==> src/rtl/inst_prefetch_if.sv <==
// Memory read bus between the instruction prefetcher (master) and program memory (slave).
// One outstanding request; address and request held until the ack.
`timescale 1ns/1ps
interface inst_prefetch_if #(
   parameter int ADDR_W = 16
);
   logic              mem_req;
   logic [ADDR_W-1:0] mem_addr;
   logic              mem_ack;
   logic [7:0]        mem_rdata;

   modport master (output mem_req, mem_addr, input mem_ack, mem_rdata);
   modport slave  (input mem_req, mem_addr, output mem_ack, mem_rdata);
endinterface

==> src/rtl/inst_prefetch.sv <==
// Instruction prefetcher: fills a circular byte queue from program memory and presents
// opcode plus two following bytes to the decoder; flush redirects without breaking the bus.
//
//   state   | meaning
//   IDLE    | no request on the bus; queue full or waiting for room
//   REQ     | fetching byte at fetch_pc; pushes on ack
//   DISCARD | request from before a flush still in flight; its data is dropped
`timescale 1ns/1ps
module inst_prefetch #(
   parameter int              DEPTH      = 16,
   parameter int              ADDR_W     = 16,
   parameter logic [ADDR_W-1:0] RESET_ADDR = 16'hFFFC
) (
   input  logic                     clk,
   input  logic                     rst_n,
   inst_prefetch_if.master          mem,
   input  logic                     flush,
   input  logic [ADDR_W-1:0]        flush_addr,
   input  logic [1:0]               dec_len,
   input  logic                     dec_take,
   output logic                     out_op_valid,
   output logic                     out_valid,
   output logic [7:0]               out_op,
   output logic [7:0]               out_opr0,
   output logic [7:0]               out_opr1,
   output logic [ADDR_W-1:0]        out_pc,
   output logic [$clog2(DEPTH):0]   q_count
);
   localparam int PW = $clog2(DEPTH);
   localparam int CW = PW + 1;

   typedef enum logic [1:0] {IDLE, REQ, DISCARD} state_t;

   state_t            state;
   logic [7:0]        queue [DEPTH];
   logic [PW-1:0]     head;
   logic [PW-1:0]     tail;
   logic [CW-1:0]     count;
   logic [ADDR_W-1:0] fetch_pc;

   logic [1:0]        len_eff;
   logic              push;
   logic              pop;
   logic [CW-1:0]     pop_len;
   logic [CW-1:0]     count_next;
   logic              room;

   always_comb begin
      len_eff      = (dec_len == 2'd0) ? 2'd1 : dec_len;
      out_op_valid = (count != '0);
      out_valid    = (count >= CW'(len_eff));
      out_op       = (count >= CW'(1)) ? queue[head]            : 8'h00;
      out_opr0     = (count >= CW'(2)) ? queue[head + PW'(1)]   : 8'h00;
      out_opr1     = (count >= CW'(3)) ? queue[head + PW'(2)]   : 8'h00;
      push         = (state == REQ) && mem.mem_ack && !flush;
      pop          = dec_take && out_valid && !flush;
      pop_len      = pop ? CW'(len_eff) : '0;
      count_next   = count + CW'(push) - pop_len;
      room         = (count_next < CW'(DEPTH));
   end

   assign q_count = count;

   // storage needs no reset: bytes are only visible once counted
   always_ff @(posedge clk) begin
      if (push) queue[tail] <= mem.mem_rdata;
   end

   always_ff @(posedge clk or negedge rst_n) begin
      if (!rst_n) begin
         state        <= IDLE;
         mem.mem_req  <= 1'b0;
         mem.mem_addr <= '0;
         head         <= '0;
         tail         <= '0;
         count        <= '0;
         fetch_pc     <= RESET_ADDR;
         out_pc       <= RESET_ADDR;
      end else begin
         if (flush) begin
            count    <= '0;
            head     <= tail;
            out_pc   <= flush_addr;
            fetch_pc <= flush_addr;
         end else begin
            count <= count_next;
            if (push) begin
               tail     <= tail + PW'(1);
               fetch_pc <= fetch_pc + 1'b1;
            end
            if (pop) begin
               head   <= head + PW'(len_eff);
               out_pc <= out_pc + ADDR_W'(len_eff);
            end
         end

         case (state)
            IDLE: begin
               if (flush) begin
                  state        <= REQ;
                  mem.mem_req  <= 1'b1;
                  mem.mem_addr <= flush_addr;
               end else if (room) begin
                  state        <= REQ;
                  mem.mem_req  <= 1'b1;
                  mem.mem_addr <= fetch_pc;
               end
            end
            REQ: begin
               if (mem.mem_ack) begin
                  if (flush) begin
                     mem.mem_addr <= flush_addr;
                  end else if (room) begin
                     mem.mem_addr <= fetch_pc + 1'b1;
                  end else begin
                     state       <= IDLE;
                     mem.mem_req <= 1'b0;
                  end
               end else if (flush) begin
                  // the bus cycle must complete untouched; its byte is stale
                  state <= DISCARD;
               end
            end
            DISCARD: begin
               if (mem.mem_ack) begin
                  state        <= REQ;
                  mem.mem_addr <= flush ? flush_addr : fetch_pc;
               end
            end
            default: begin
               state       <= IDLE;
               mem.mem_req <= 1'b0;
            end
         endcase
      end
   end
endmodule

==> src/flat_wrapper.sv <==
// flat-port wrapper written by rule: the top's interface ports become plain ports
module inst_prefetch_flat 
#(
   parameter int              DEPTH      = 16,
   parameter int              ADDR_W     = 16,
   parameter logic [ADDR_W-1:0] RESET_ADDR = 16'hFFFC
)
  (clk, rst_n, flush, flush_addr, dec_len, dec_take, out_op_valid, out_valid, out_op, out_opr0, out_opr1, out_pc, q_count, mem_mem_req, mem_mem_addr, mem_mem_ack, mem_mem_rdata);
  inst_prefetch_if #(.ADDR_W(ADDR_W)) mem_i ();
  input  logic clk;
  input  logic rst_n;
  input  logic flush;
  input  logic [ADDR_W-1:0] flush_addr;
  input  logic [1:0] dec_len;
  input  logic dec_take;
  output logic out_op_valid;
  output logic out_valid;
  output logic [7:0] out_op;
  output logic [7:0] out_opr0;
  output logic [7:0] out_opr1;
  output logic [ADDR_W-1:0] out_pc;
  output logic [$clog2(DEPTH):0] q_count;
  output wire logic [$bits(mem_i.mem_req)-1:0] mem_mem_req;
  output wire logic [$bits(mem_i.mem_addr)-1:0] mem_mem_addr;
  input wire logic [$bits(mem_i.mem_ack)-1:0] mem_mem_ack;
  input wire logic [$bits(mem_i.mem_rdata)-1:0] mem_mem_rdata;
  assign mem_mem_req = mem_i.mem_req;
  assign mem_mem_addr = mem_i.mem_addr;
  assign mem_i.mem_ack = mem_mem_ack;
  assign mem_i.mem_rdata = mem_mem_rdata;
  inst_prefetch #(.DEPTH(DEPTH), .ADDR_W(ADDR_W), .RESET_ADDR(RESET_ADDR)) u_core (.clk(clk), .rst_n(rst_n), .mem(mem_i), .flush(flush), .flush_addr(flush_addr), .dec_len(dec_len), .dec_take(dec_take), .out_op_valid(out_op_valid), .out_valid(out_valid), .out_op(out_op), .out_opr0(out_opr0), .out_opr1(out_opr1), .out_pc(out_pc), .q_count(q_count));
endmodule
==> config.mk <==
export PLATFORM = sky130hd
export DESIGN_NAME = inst_prefetch_flat
export DESIGN_NICKNAME = d
export VERILOG_FILES = /design/src/rtl/inst_prefetch_if.sv /design/src/rtl/inst_prefetch.sv /design/src/flat_wrapper.sv
export SDC_FILE = /design/constraint.sdc
export NUM_CORES = 1
export LEC_CHECK = 0
export BUFFER_PORTS_ARGS = -buffer_cell sky130_fd_sc_hd__buf_4
export CAP_MARGIN = 5
export CELL_PAD_IN_SITES_DETAIL_PLACEMENT = 1
export CELL_PAD_IN_SITES_GLOBAL_PLACEMENT = 1
export CORE_MARGIN = 4
export CORE_UTILIZATION = 40
export DETAILED_ROUTE_END_ITERATION = 10
export HOLD_SLACK_MARGIN = 0.1
export PLACE_DENSITY_LB_ADDON = 0.15
export SLEW_MARGIN = 10
export SYNTH_ARGS = -nofsm -noshare
export SYNTH_HDL_FRONTEND = slang
export SYNTH_SLANG_ARGS = --single-unit
==> constraint.sdc <==
create_clock -name clk -period 7.8 [get_ports clk]
set_input_delay 0.39 -clock clk [delete_from_list [all_inputs] [get_ports clk]]
set_output_delay 0.39 -clock clk [all_outputs]
set_load 0.01 [all_outputs]
-- Word-level counts from Yosys, hierarchy flattened
Memory sizes are Yosys's and may differ from the RTL's.
Index checks and enable logic that the tools add are counted.
- $add $sub $neg: 8
- order comparisons: 5
- equality and inequality tests: 11
- multiplexer cells: 36
- bitwise logic cells: 2
- reductions and logical operators: 15
- operators by type and width (kind ; number):
    $mux 16 ; 11
    $pmux 16 s3 ; 1
    $mux 8 ; 3
    $mux 2 ; 9
    $add 16x1->16 const B ; 1
    $add 16x2->16 ; 1
    $reduce_and 5->1 ; 3
    $ge 5x2->1 const B ; 2
    $ne 3x3->1 const B ; 3
    $add 4x1->4 const B ; 2
    $mux 4 ; 2
    $ne 2x2->1 const B ; 4
    $mux 1 ; 7
    $ne 3x2->1 const B ; 2
    $pmux 2 s3 ; 1
    $add 5x1->5 ; 1
    $ge 5x1->1 const B ; 1
    $ge 5x2->1 ; 1
    $lt 5x5->1 const B ; 1
    $mux 5 ; 1
    $reduce_bool 5->1 ; 1
    $sub 5x5->5 ; 1
    $add 4x2->4 ; 1
    $add 4x2->4 const B ; 1
    other kinds (10) ; 16
- flip-flop bits (word level): 64
- RAM bits: 128
- input bits: 31
- output and inout port bits: 64
- logic and storage cells: 86
- memories kept: 1
- memories (memory ; depth ; bits a word ; read ports ; clocked after Yosys merged registers in ; wr ports ; line ; text):
    u_core.queue ; 16 ; 8 ; 3 ; 0 ; 1 ; inst_prefetch.sv:35 ; logic [7:0] queue [DEPTH];

-- Logic depth before layout (Yosys ltp)
- word-level depth: 12
- depth in mapped cells: 17
- gate-level depth less buffers: 15

-- Worst setup path after synthesis
Ideal clock, no wire load.
- kind: input -> register
- start point: input dec_len[0]
- end point: register u_core.mem.mem_req
- arrival time: 3.722 ns
- required time: 7.678 ns
- slack: 3.957 ns
- stages: 14
- path buffers: 1
- path through: nand2b_1 > ha_1 > nand3b_1 > a21boi_1 > o21ai_0 > clkbuf_1 > or3_1 > ha_1 > fa_1 > and3b_1 > or4_1 > a21oi_1 > nand2_1 > a32o_1
- cells in the longest elaborated chain, start to end: 10
- elaborated cells on any way between the ends: 11
- classes of those cells: add/sub: 1; order compare: 2; eq/ne: 2; mux: 2; reduce/logical: 4
- RTL lines (what ; line ; text):
    start, declared ; flat_wrapper.sv:14 ; input logic [1:0] dec_len;
    $logic_not 2->1 ; inst_prefetch.sv:49 ; len_eff = (dec_len == 2'd0) ? 2'd1 : dec_len;
    $mux 2 * ; inst_prefetch.sv:49 ;
    $ge 5x2->1 ; inst_prefetch.sv:51 ; out_valid = (count >= CW'(len_eff));
    $logic_and 1x1->1 (2 in series) ; inst_prefetch.sv:56 ; pop = dec_take && out_valid && !flush;
    $mux 2 * ; inst_prefetch.sv:57 ; pop_len = pop ? CW'(len_eff) : '0;
    $sub 5x5->5 * ; inst_prefetch.sv:58 ; count_next = count + CW'(push) - pop_len;
    $lt 5x5->1 * ; inst_prefetch.sv:59 ; room = (count_next < CW'(DEPTH));
    $ne 3x2->1 (no line) or $ne 2x2->1 (tied branches) ; -- ;
    $reduce_and 5->1 (no line) * ; -- ;
    end signal, assigned ; inst_prefetch.sv:72 ; mem.mem_req <= 1'b0;
    end signal, assigned ; inst_prefetch.sv:101 ; mem.mem_req <= 1'b1;
    end signal, assigned ; inst_prefetch.sv:105 ; mem.mem_req <= 1'b1;
    end, declared ; inst_prefetch_if.sv:12 ; modport master (output mem_req, mem_addr, input mem_ack, mem_rdata);
Every way passes the cells marked *; elsewhere a longest branch is shown, timed or not.
A chain may end at the register's enable or synchronous reset.

-- Worst setup path in the final report
- start point: register u_core.count[4] (netlist: u_core.q_count[4])
- end point: register u_core.mem.mem_addr[1]
- cells in the longest elaborated chain, start to end: 8
- elaborated cells on any way between the ends: 10
- classes of those cells: add/sub: 2; order compare: 2; eq/ne: 2; mux: 1; reduce/logical: 3
- RTL lines (what ; line ; text):
    start, declared ; inst_prefetch.sv:38 ; logic [CW-1:0] count;
    start signal, assigned ; inst_prefetch.sv:86 ; count <= count_next;
    $ge 5x2->1 ; inst_prefetch.sv:51 ;
    $logic_and 1x1->1 (2 in series) ; inst_prefetch.sv:56 ;
    $mux 2 ; inst_prefetch.sv:57 ;
    $sub 5x5->5 * ; inst_prefetch.sv:58 ;
    $lt 5x5->1 * ; inst_prefetch.sv:59 ;
    $ne 3x2->1 (no line) ; -- ;
    $reduce_and 5->1 (no line) * ; -- ;
    end signal, assigned ; inst_prefetch.sv:102 ; mem.mem_addr <= flush_addr;
    end signal, assigned ; inst_prefetch.sv:106 ; mem.mem_addr <= fetch_pc;
    end signal, assigned ; inst_prefetch.sv:112 ; mem.mem_addr <= flush_addr;
    end, declared ; inst_prefetch_if.sv:12 ;
Marked as above.

==> metrics.cfg <==
[sta]
fin_crit_sh_pct = 64.6
period_minus_slack_ps = 5040
finalHoldViolations = 0
fmax_mhz = 198
finalClockSkew_ps = 14.3
finalSetupViolations = 0
slew_headroom_pct = 10.2
worstMarginPinSlew_ps = 1340
final_max_slew_viol_count = 0
rsz0062_at_grt = false
setup-tns-final_ps = 0

[power_and_ir_drop]
peakVddDrop_mv = 0.206
p_leak_nw = 4.46
pwr-share-clk_pct = 18.0
power.share.sequential_pct = 29.3
intPower_w = 0.00297
p_comb_share_pct = 52.7
power.density_nw_per_um2 = 387
swShare_pct = 39.4
power_switching_w = 0.00194

[worst_setup_path]
crit_path_start_kind = flop
path_class = flop to flop
cp_max_fo = 31
cp.arrival_ps = 5370
worstPathRequired_ps = 8130
cp-startpoint = u_core.q_count[4]$_DFF_PN0_
crit_buf_inv = 1
critPathCaptureType = flop
cp_top_family = compound AO/OA/AOI/OAI gates
r2r-start = u_core.q_count[4]$_DFF_PN0_
path_common_cell = ha_1
slowest_stage = a21boi_1
max_stage_delay_ps = 700
cp_cell_sequence = inv_1 > ha_1 > nand2b_1 > a21boi_1 > o21ai_0 > or3_1 > ha_1 > fa_1 > and3b_1 > o311ai_0 > nand3_2 > mux2_2

[clocking]
cts_tree = done
clkSinkCount = 192
path_clk_slew_ps = 80
post_cts_buffers = 0
ctsHoldBuffers = 1
cts_buffers = 17
cts-resized-gates = 0
clock_latency_ps = 440
cts_root_buffer = clkbuf_16
cts.htree.levels = 4
cts_max_path_buffers = 2

[global_route]
antenna_found_initial = 0
grt_pass1_wl_mm = 48.5
gr-usage-met1_pct = 28.5
grt_use_total_pct = 20.8
grt_max_degree = 65
use_met2_pct = 35.2
grt_util_met3_pct = 3.85
top_usage_layer = met2
grt_overflow = 0
grt_pass1_vias = 7826

[floorplanning]
core_area_um2 = 27100
io_pins = 95
initial_utilization_pct = 40.8
die_w_um = 174
dieArea_um2 = 30400
die_y_um = 174
row_count = 60

[yosys]
synthDistinctLibCells = 63
synth_edf_count = 128
ys.flop_type = edfxtp_1
yosysWarnings = 0
syn_inst = 797
synthTopCellsByArea = edfxtp_1 35%, mux4_2 21%, dfrtp_1 8.1%, dfstp_2 6.6%, ha_1 2.5%
netlist.area_leader.share_pct = 34.7
syn_area_per_cell_um2 = 13.9
ys_ff_latch = 192
async_reset_ff_share_pct = 33.3
syn-num-nets = 853
netlist_area_um2 = 11100
yosys.area.top_type = edfxtp_1
synth-seq-area-share_pct = 49.5

[layout]
layout.nets = 928
fin_cells = 1257
num-fill-cells = 2708
diodes = 0
syn2layout_area_growth_pct = 14.5
layout-drive-gt1-share_pct = 32.1

[min_path]
worstHoldStart = mem_mem_ack
hold_path.class = input pin to flop

[drt]
num_vias = 7424
postRouteAntennaNets = 0
first_pass_iters = 5
drc = 0
post_drt_wl_per_cell_um = 24.9
viasPerCell = 5.91
first_iter_violations = 508
drt-total-wl_mm = 31.3

[placement]
hpwl_mm = 21.4
placed_cells = 1224
io_buffers = 94
gp_congestion = 0.817

[outcome]
status = complete, no violations

[run]
drv_cap = 0

==> synthesized netlist by cell type, types with 9 or more instances <==
| cell | n |
|---|---|
| dfstp_2 | 28 |
| ha_1 | 22 |
| dfrtp_1 | 36 |
| a311oi_1 | 9 |
| nand3_1 | 13 |
| o31ai_1 | 9 |
| o21ai_0 | 26 |
| xor2_1 | 24 |
| mux4_2 | 104 |
| clkbuf_1 | 19 |
| nand2b_1 | 13 |
| nor2b_1 | 28 |
| nand2_1 | 56 |
| nor2_1 | 29 |
| buf_2 | 17 |
| nor3_1 | 12 |
| a211oi_1 | 24 |
| mux2i_1 | 12 |
| inv_1 | 26 |
| a21oi_1 | 23 |
| edfxtp_1 | 128 |
| xnor2_1 | 20 |
==> final timing paths <==
check / endpoint / slack, ps / cells after the start
max: u_core.mem.mem_addr[1]$_DFFE_PN0P_ / 2760 / 12
min: u_core.state[1]$_DFFE_PN0P_ / 220 / 2
max in group asynchronous: u_core.head[0]$_DFFE_PN0P_ / 6560 / 2
max reg2reg: u_core.mem.mem_addr[1]$_DFFE_PN0P_ / 2760 / 12
min reg2reg: u_core.mem.mem_addr[5]$_DFFE_PN0P_ / 480 / 2
min in group asynchronous: u_core.mem.mem_addr[13]$_DFFE_PN0P_ / 580 / 2
==> cell families (layout without fill, tap and decap cells) <==
group                      count (synthesis)  in the layout  synth area share (%)
and+or+nand+nor                          201            201                  9.53
AOI/OAI and AO/OA                        136            136                  8.37
DFF                                      192            192                  49.5
adders and majority gates                 26             26                  3.12
buffers and inverters                     80            168                  3.53
muxes                                    118            118                  22.5
xor gates and xnor gates                  44             44                  3.48
==> through the flow <==
step                hold WS, ps  instance area [µm²]  utilization, %  power, W  setup WS [ps]
detailed placement          471                12100            44.5   0.00408           2550
floorplan                  94.4                11100               -   0.00322           3960
finish                      225                12700            46.7   0.00491           2760
global route                212                12700            46.7   0.00523           2280
CTS                         208                12700            46.7   0.00497           2720
global placement            466                12100            44.5   0.00402           2880
==> layer usage <==
layer | wire (µm) | vias up
li1 | - | 3272
met1 | 13600 | 3908
met2 | 15900 | 220
met3 | 1440 | 24
met4 | 286 | 0
met5 | 0 | -
==> placed cells by master (no fill, tap or decap), drive strengths merged, types with 14 or more instances in the layout <==
cell    instances
a211oi         24
a21oi          23
buf           108
clkbuf         18
dfrtp          36
dfstp          28
edfxtp        128
ha             22
inv            32
mux4          104
nand2          56
nand3          14
nor2           29
nor2b          28
o21ai          26
xnor2          20
xor2           24
==> flip-flops by register name, summed over array words and instances (netlist names) <==
register,flops
u_core.tail,4
u_core.q_count,5
u_core.mem.mem_req,1
u_core.state,2
u_core.fetch_pc,16
u_core.mem.mem_addr,16
u_core.queue,128
u_core.out_pc,16
u_core.head,4
==> power by group through the flow <==
stage / logic (W) / clock network, W / registers (W)
floorplan: 0.00186 / 0 / 0.00136
global placement: 0.00257 / 0 / 0.00145
detailed placement: 0.00262 / 0 / 0.00146
CTS: 0.00263 / 0.000901 / 0.00144
global route: 0.00282 / 0.000949 / 0.00147
finish: 0.00259 / 0.000881 / 0.00144
==> layout make-up <==
cell class,instances,area [µm²],area share [%]
Multi-Input combinational cell,525,5210,41.1
Sequential cell,192,5490,43.3
Inverter,27,101,0.800
Clock inverter,14,154,1.21
Tap cell,372,465,3.67
Timing Repair Buffer,109,821,6.48
Clock buffer,18,429,3.39
(Power assumes the default switching activity.)
